===== config.mk =====
export PLATFORM = sky130hd
export DESIGN_NAME = key_debounce_flat
export DESIGN_NICKNAME = d
export VERILOG_FILES = /design/src/rtl/key_debounce_if.sv /design/src/rtl/key_debounce.sv /design/src/flat_wrapper.sv
export SDC_FILE = /design/constraint.sdc
export NUM_CORES = 1
export LEC_CHECK = 0
export CAP_MARGIN = 20
export CORE_MARGIN = 5
export CORE_UTILIZATION = 68
export CTS_BUF_LIST = sky130_fd_sc_hd__clkbuf_16
export DETAILED_ROUTE_END_ITERATION = 10
export DONT_BUFFER_PORTS = 1
export GPL_TIMING_DRIVEN = 0
export PLACE_DENSITY = 0.85
export SLEW_MARGIN = 20
export SYNTH_ARGS = -nofsm -noshare
export SYNTH_HDL_FRONTEND = slang
export SYNTH_SLANG_ARGS = --single-unit

===== constraint.sdc =====
create_clock -name clk -period 4.03 [get_ports clk]
set_clock_uncertainty 0.1 [all_clocks]
set_input_delay 0.806 -clock clk [delete_from_list [all_inputs] [get_ports clk]]
set_output_delay 0.806 -clock clk [all_outputs]
set_load 0.02 [all_outputs]

===== src/rtl/key_debounce_if.sv =====
// Key bus between the raw push-button pins and the debounced level/event outputs.
// The slave modport is the debouncer's view; the master modport is the board/bench side.
interface key_debounce_if #(
   parameter int KEY_W = 3
);
   logic [KEY_W-1:0] key_in;
   logic [KEY_W-1:0] key_out;
   logic [KEY_W-1:0] key_press;
   logic [KEY_W-1:0] key_release;

   modport master (
      output key_in,
      input  key_out,
      input  key_press,
      input  key_release
   );

   modport slave (
      input  key_in,
      output key_out,
      output key_press,
      output key_release
   );
endinterface


===== src/rtl/key_debounce.sv =====
// Per-bit synchroniser and debouncer for active-low keys with one-cycle press/release pulses.
// Optional auto-repeat of key_press while a key is held: define KEY_REPEAT_EN.
module key_debounce #(
   parameter int KEY_W         = 3,
   parameter int DEB_CYCLES    = 1000000,
   parameter int REPEAT_DELAY  = 25000000,
   parameter int REPEAT_PERIOD = 5000000
) (
   input  logic           clk,
   input  logic           rst_n,
   key_debounce_if.slave  kif
);
   localparam int CNT_W = $clog2(DEB_CYCLES);
   localparam logic [CNT_W-1:0] CNT_MAX = CNT_W'(DEB_CYCLES - 1);

   logic [KEY_W-1:0] key_meta_p0;
   logic [KEY_W-1:0] key_sync;
   logic [KEY_W-1:0] key_q;
   logic [KEY_W-1:0] press_q;
   logic [KEY_W-1:0] release_q;
   logic [KEY_W-1:0] commit;
   logic [KEY_W-1:0] rep_fire;
   logic [CNT_W-1:0] cnt [KEY_W];

   // A bit commits when the synchronised level has disagreed for DEB_CYCLES edges in a row.
   always_comb begin
      commit = '0;
      for (int i = 0; i < KEY_W; i++) begin
         commit[i] = (key_sync[i] != key_q[i]) && (cnt[i] == CNT_MAX);
      end
   end

   always_ff @(posedge clk or negedge rst_n) begin
      if (!rst_n) begin
         key_meta_p0 <= '1;
         key_sync    <= '1;
         key_q       <= '1;
         press_q     <= '0;
         release_q   <= '0;
         for (int i = 0; i < KEY_W; i++) begin
            cnt[i] <= '0;
         end
      end else begin
         key_meta_p0 <= kif.key_in;
         key_sync    <= key_meta_p0;
         press_q     <= (commit & ~key_sync) | rep_fire;
         release_q   <= commit & key_sync;
         for (int i = 0; i < KEY_W; i++) begin
            if (key_sync[i] == key_q[i]) begin
               cnt[i] <= '0;
            end else if (commit[i]) begin
               key_q[i] <= key_sync[i];
               cnt[i]   <= '0;
            end else begin
               cnt[i] <= cnt[i] + 1'b1;
            end
         end
      end
   end

`ifdef KEY_REPEAT_EN
   localparam int HOLD_MAX = (REPEAT_DELAY > REPEAT_PERIOD) ? REPEAT_DELAY : REPEAT_PERIOD;
   localparam int HOLD_W   = $clog2(HOLD_MAX + 1);
   localparam logic [HOLD_W-1:0] DELAY_MAX  = HOLD_W'(REPEAT_DELAY - 1);
   localparam logic [HOLD_W-1:0] PERIOD_MAX = HOLD_W'(REPEAT_PERIOD - 1);

   logic [HOLD_W-1:0] hold [KEY_W];
   logic [KEY_W-1:0]  rep_phase;

   // First repeat waits REPEAT_DELAY, later ones REPEAT_PERIOD; a release commit wins over a repeat.
   always_comb begin
      rep_fire = '0;
      for (int i = 0; i < KEY_W; i++) begin
         rep_fire[i] = !key_q[i] && !commit[i] &&
                       (hold[i] == (rep_phase[i] ? PERIOD_MAX : DELAY_MAX));
      end
   end

   always_ff @(posedge clk or negedge rst_n) begin
      if (!rst_n) begin
         rep_phase <= '0;
         for (int i = 0; i < KEY_W; i++) begin
            hold[i] <= '0;
         end
      end else begin
         for (int i = 0; i < KEY_W; i++) begin
            if (key_q[i] || commit[i]) begin
               hold[i]      <= '0;
               rep_phase[i] <= 1'b0;
            end else if (rep_fire[i]) begin
               hold[i]      <= '0;
               rep_phase[i] <= 1'b1;
            end else begin
               hold[i] <= hold[i] + 1'b1;
            end
         end
      end
   end
`else
   assign rep_fire = '0;
`endif

   assign kif.key_out     = key_q;
   assign kif.key_press   = press_q;
   assign kif.key_release = release_q;
endmodule


===== src/flat_wrapper.sv =====
// flat-port wrapper written by rule: the top's interface ports become plain ports
module key_debounce_flat 
#(
   parameter int KEY_W         = 3,
   parameter int DEB_CYCLES    = 1000000,
   parameter int REPEAT_DELAY  = 25000000,
   parameter int REPEAT_PERIOD = 5000000
)
  (clk, rst_n, kif_key_in, kif_key_out, kif_key_press, kif_key_release);
  key_debounce_if #(.KEY_W(KEY_W)) kif_i ();
  input  logic clk;
  input  logic rst_n;
  input wire logic [$bits(kif_i.key_in)-1:0] kif_key_in;
  output wire logic [$bits(kif_i.key_out)-1:0] kif_key_out;
  output wire logic [$bits(kif_i.key_press)-1:0] kif_key_press;
  output wire logic [$bits(kif_i.key_release)-1:0] kif_key_release;
  assign kif_i.key_in = kif_key_in;
  assign kif_key_out = kif_i.key_out;
  assign kif_key_press = kif_i.key_press;
  assign kif_key_release = kif_i.key_release;
  key_debounce #(.KEY_W(KEY_W), .DEB_CYCLES(DEB_CYCLES), .REPEAT_DELAY(REPEAT_DELAY), .REPEAT_PERIOD(REPEAT_PERIOD)) u_core (.clk(clk), .rst_n(rst_n), .kif(kif_i));
endmodule

### Word level (Yosys, flattened, before mapping)

Index checks and enable logic that the tools add are counted.
W data, S select, Z words.

| cells by class | value |
|---|---|
| bitwise logic cells | 6 |
| reductions and logical operators | 6 |
| muxes and demuxes | 6 |
| equality and inequality tests | 9 |
| add/subtract/negate cells | 3 |

Operator list:

| cell | number |
|---|---|
| $mux W20 | 6 |
| $add A20 B1 Y20 const B | 3 |
| $eq A20 B20 Y1 const B | 3 |
| $and A3 B3 Y3 | 2 |
| $reduce_and A2 Y1 | 3 |
| $eq A1 B1 Y1 | 3 |
| $logic_and A1 B1 Y1 | 3 |
| $ne A1 B1 Y1 | 3 |
| $not A1 Y1 | 3 |
| $not A3 Y3 | 1 |

| word-level totals | value |
|---|---|
| flip-flop bits (word level) | 75 |
| word-level logic and storage cells | 40 |

### Depth between registers and ports, before layout

| depth | value |
|---|---|
| depth in word-level cells | 4 |
| gate-level depth with buffers | 6 |

### Worst setup path after synthesis

OpenSTA, ideal clock, no wires.

| path | value |
|---|---|
| kind | register -> register |
| from | register u_core.cnt[0] (netlist bit) |
| to | register u_core.cnt[10] (netlist bit) |
| buffers on the path | 1 |
| period minus slack after synthesis | 2001 ps |
| stages on the path, launching flop included | 7 |
| required time | 3811 ps |
| data arrival time | 1782 ps |
| slack | 2029 ps |
| cells stage by stage | dfrtp_1 > ha_1 > nand3_1 > or4_1 > o21ai_2 > buf_4 > nor2_1 |

| on the way | value |
|---|---|
| word-level cells in the longest chain between the ends | 4 |
| elaborated cells on any way between the ends | 5 |

RTL lines:

| item | RTL line | text |
|---|---|---|
| start: declaration | key_debounce.sv:23 | `logic [CNT_W-1:0] cnt [KEY_W];` |
| start signal: indexed assignment | key_debounce.sv:55 | `cnt[i] <= cnt[i] + 1'b1;` |
| parallel branches: the longest is 2 deep, another holds $add A20 B1 Y20 | -- |  |
| $mux W20 (*) | key_debounce.sv:51 | `end else if (commit[i]) begin` |
| $mux W20 (*) | key_debounce.sv:49 | `if (key_sync[i] == key_q[i]) begin` |

Mark *: on every way between the ends.
A chain may end at the register's enable or synchronous reset.

### Worst setup path in the final report

Ends and elaborated chain as after synthesis.

==> results.toml <==
[outcome]
outcome = "completed"

[synthesis]
synth.largest_area_cell = "dfrtp_1"
synth.net_count = 347
yosys-mux-area-fraction_pct = 0.320
synth_edf_count = 0
post_synth_and_or_nand_nor_area_fraction_pct = 26.3
post_synthesis_sequential_element_count = 75
yosys.area.top_type_share_pct = 47.0
synth_xor_area_share_pct = 10.2
ys_top_cells_by_area = "dfrtp_1 (47%), dfstp_2 (6.7%), xnor2_1 (5.5%)"
yosys.cell_types.count = 43
post-synth-top-count-cell = "dfrtp_1"
ys_top_cells_by_count = "dfrtp_1 (66), nor2_1 (48), nand3_1 (22), xnor2_1 (22), xor2_1 (19)"
yosysWarningCount = 0
synth.avg_cell_area_um2 = 10.4
synth_compound_gate_area_share_pct = 6.33
sequential_to_total_area_share_from_yosys_stat_pct = 53.7
synth_top_family_by_area = "simple AND/OR/NAND/NOR gates"
syn-cell-area_um2 = 3520
async_flop_share_pct = 100
postSynth.topFlopCell = "dfrtp_1"
postSynthCellCount = 339
synth-adder-area-share_pct = 1.07

[power_and_ir_drop]
p_clk_share_pct = 51.1
p_int_uw = 1320
power_per_cell_area_nw_per_um2 = 420
switchingPower_uw = 331
seq_power_share_pct = 47.2
ir_drop_uv = 336
power.leakage_uw = 0.00158
net_sw_share_pct = 20.1
comb_power_share_pct = 1.7

[placement]
port_buffers = 0
dp.final_hpwl_um = 4430
final_gp_congestion = 0.860
place_ws_ns = 1.73

[floorplan]
floorplan.rows = 26
starting_density_of_the_core_pct = 69.3
floorplan.core_area_um2 = 5070
top_level_ports = 14
floorplan.die_area_um2 = 6710
die_y_um = 81.9
width_of_the_chip_um = 81.9

[sta]
final_hold_viol_count = 0
max_freq_mhz = 419
final_max_slew_viol_count = 0
rsz0062_at_grt = "false"
timing.max_slew.rel_slack_pct = 62.3
final.period_utilization_pct = 59.2
setup_slack_ns = 1.65
tightestPinTransition_ns = 0.560
totalNegativeSetupSlack_ns = 0
final-setup-viol-count = 0
fin_crit_ns = 2.38

[final_layout]
multi_input_comb_area_um2 = 1550
area_added_between_synthesis_and_finish_pct = 11.5
antennaDiodeCount = 0
finish.net_count = 358
drive_above_1_share_pct = 11.3
fin_util_pct = 77.3
ff_latch_area_um2 = 1890
n_fill_cell = 347

[route]
dr.first_iter.drc_count = 218
via_count_of_the_routed_design = 2637
routed_via_density = 6.20
drc = 0
antenna_violating_nets_post_route = 0
detailedRoute.firstPassIterationCount = 5
wl_per_cell_um = 16.8
wl_um = 7150

[clock_network]
cts_root_buf = "clkbuf_16"
cts-root-to-sink-buffers = 2
ctsHoldBuffers = 0
cts_buffers = 9
clkSlewWorstSetupHoldPaths_ns = 0.06
cts.repair_timing.setup_buffer_count = 0
clock_insertion_delay_worst_skew_ns = 0.33
clock_sink_count = 75
cts.repair.resized = 0
tritoncts = "built"
clock_tree.htree_level_count = 3

[global_routing]
global_route.usage.total_pct = 24.6
grt_max_degree = 76
antenna_found_initial = 0
grt_first_pass_wirelength_um = 12500
grt-ovfl-total = 0
number_of_global_route_vias_before_repair = 2615

[worst_setup_path]
critPathRequiredTime_ns = 4.15
kind_of_launch_point_of_the_worst_setup_path = "flop"
endpoint_type_of_the_worst_setup_path = "flop"
critical_path_arrival_ns = 2.50
worstSetupPathType = "flop to flop"
worstPathMaxFanout = 10

[job]
max_cap_violations = 0

[hold_path]
worst_hold_path_type = "input pin to async pin"
-- worst max-delay path, stage by stage, from the launching register on --
cell	delay, ns
dfrtp_1	0.42
ha_1	0.24
nand3_1	0.17
or4_1	0.57
o21ai_2	0.43
buf_4	0.27
nor2_1	0.07
-- per-layer routing --
layer  vias up  track usage [%]  part of all wire (%)
met2       119             40.5                    50
met1      1264             31.9                    42
met5         -                0                     0
met3        19             7.46                   6.5
met4         0             6.31                   1.5
li1       1235                -                     -
-- metrics by stage --
step / cells / instance area, um^2 / total power (uW) / hold WS (ns)
6_report: 425 / 3920 / 1650 / 0.0661
5_1_grt: 425 / 3920 / 1700 / 0.0539
4_1_cts: 425 / 3920 / 1660 / 0.0602
3_5_place_dp: 409 / 3600 / 818 / 0.250
3_3_place_gp: 409 / 3600 / 816 / 0.245
2_1_floorplan: 339 / 3520 / 809 / 0.245
-- area by class of cell --
type / instances / share of cell area [%]
Buffer: 6 / 0.830
Tap cell: 70 / 2.23
Multi-Input combinational cell: 247 / 39.6
Clock buffer: 9 / 5.74
Inverter: 11 / 1.05
Clock inverter: 7 / 2.36
Sequential cell: 75 / 48.1
-- cells by family (layout without fill, tap and decap cells) --
| logic type | after synthesis | count (layout) |
|---|---|---|
| buffers and inverters | 17 | 33 |
| muxes | 1 | 1 |
| AOI/OAI and AO/OA | 36 | 36 |
| adders and majority gates | 3 | 3 |
| DFF | 75 | 75 |
| xor gates and xnor gates | 41 | 41 |
| and+or+nand+nor | 166 | 166 |
-- cell usage in the layout (no fill, tap or decap), types with 2 or more instances in the layout --
cell	synthesis	final
nor3_1	7	7
nor3b_1	2	2
nand2_1	18	18
and3_1	3	3
xnor2_1	22	22
clkinv_4	0	2
a21oi_1	15	15
nand4_1	14	14
nand2b_1	2	2
nor4b_1	5	5
a21bo_2	2	2
dfstp_2	9	9
xor2_1	19	19
nor4_1	10	10
o21ai_0	7	7
or3b_1	3	3
or4_1	9	9
clkinv_1	0	2
or3_1	6	6
buf_2	5	5
nand3_1	22	22
bufinv_16	0	2
ha_1	3	3
dfrtp_1	66	66
and4_1	7	7
clkbuf_16	0	9
o31ai_1	6	6
inv_1	11	11
nor2_1	48	48
-- flip-flops by register name, summed over array words and instances (netlist names) --
name,cells
u_core.key_meta_p0,3
u_core.kif.key_press,3
u_core.key_sync,3
u_core.kif.key_out,3
u_core.cnt,60
u_core.kif.key_release,3
-- path summary, 6_finish.rpt --
check | depth (start not counted) | start | slack, ns | end
worst min register to register | 0 | u_core.key_meta_p0[2]$_DFF_PN1_ | 0.26 | u_core.key_sync[2]$_DFF_PN1_
worst min-delay path | 0 | rst_n | 0.07 | u_core.kif.key_release[2]$_DFF_PN0_
min in group clk | 0 | u_core.key_meta_p0[2]$_DFF_PN1_ | 0.26 | u_core.key_sync[2]$_DFF_PN1_
max in group asynchronous | 0 | rst_n | 3.55 | u_core.key_meta_p0[1]$_DFF_PN1_
worst max register to register | 6 | u_core.cnt[0]$_DFF_PN0_ | 1.65 | u_core.cnt[10]$_DFF_PN0_
worst max-delay path | 6 | u_core.cnt[0]$_DFF_PN0_ | 1.65 | u_core.cnt[10]$_DFF_PN0_
-- power by group through the flow --
stage / sequential (uW) / clock (uW) / combinational [uW]
2_1_floorplan: 788 / 0 / 21.9
3_3_place_gp: 789 / 0 / 26.7
3_5_place_dp: 790 / 0 / 27.9
4_1_cts: 777 / 853 / 28.4
5_1_grt: 779 / 887 / 33.0
6_report: 778 / 841 / 28.3
Power figures use the tool's default switching activity.
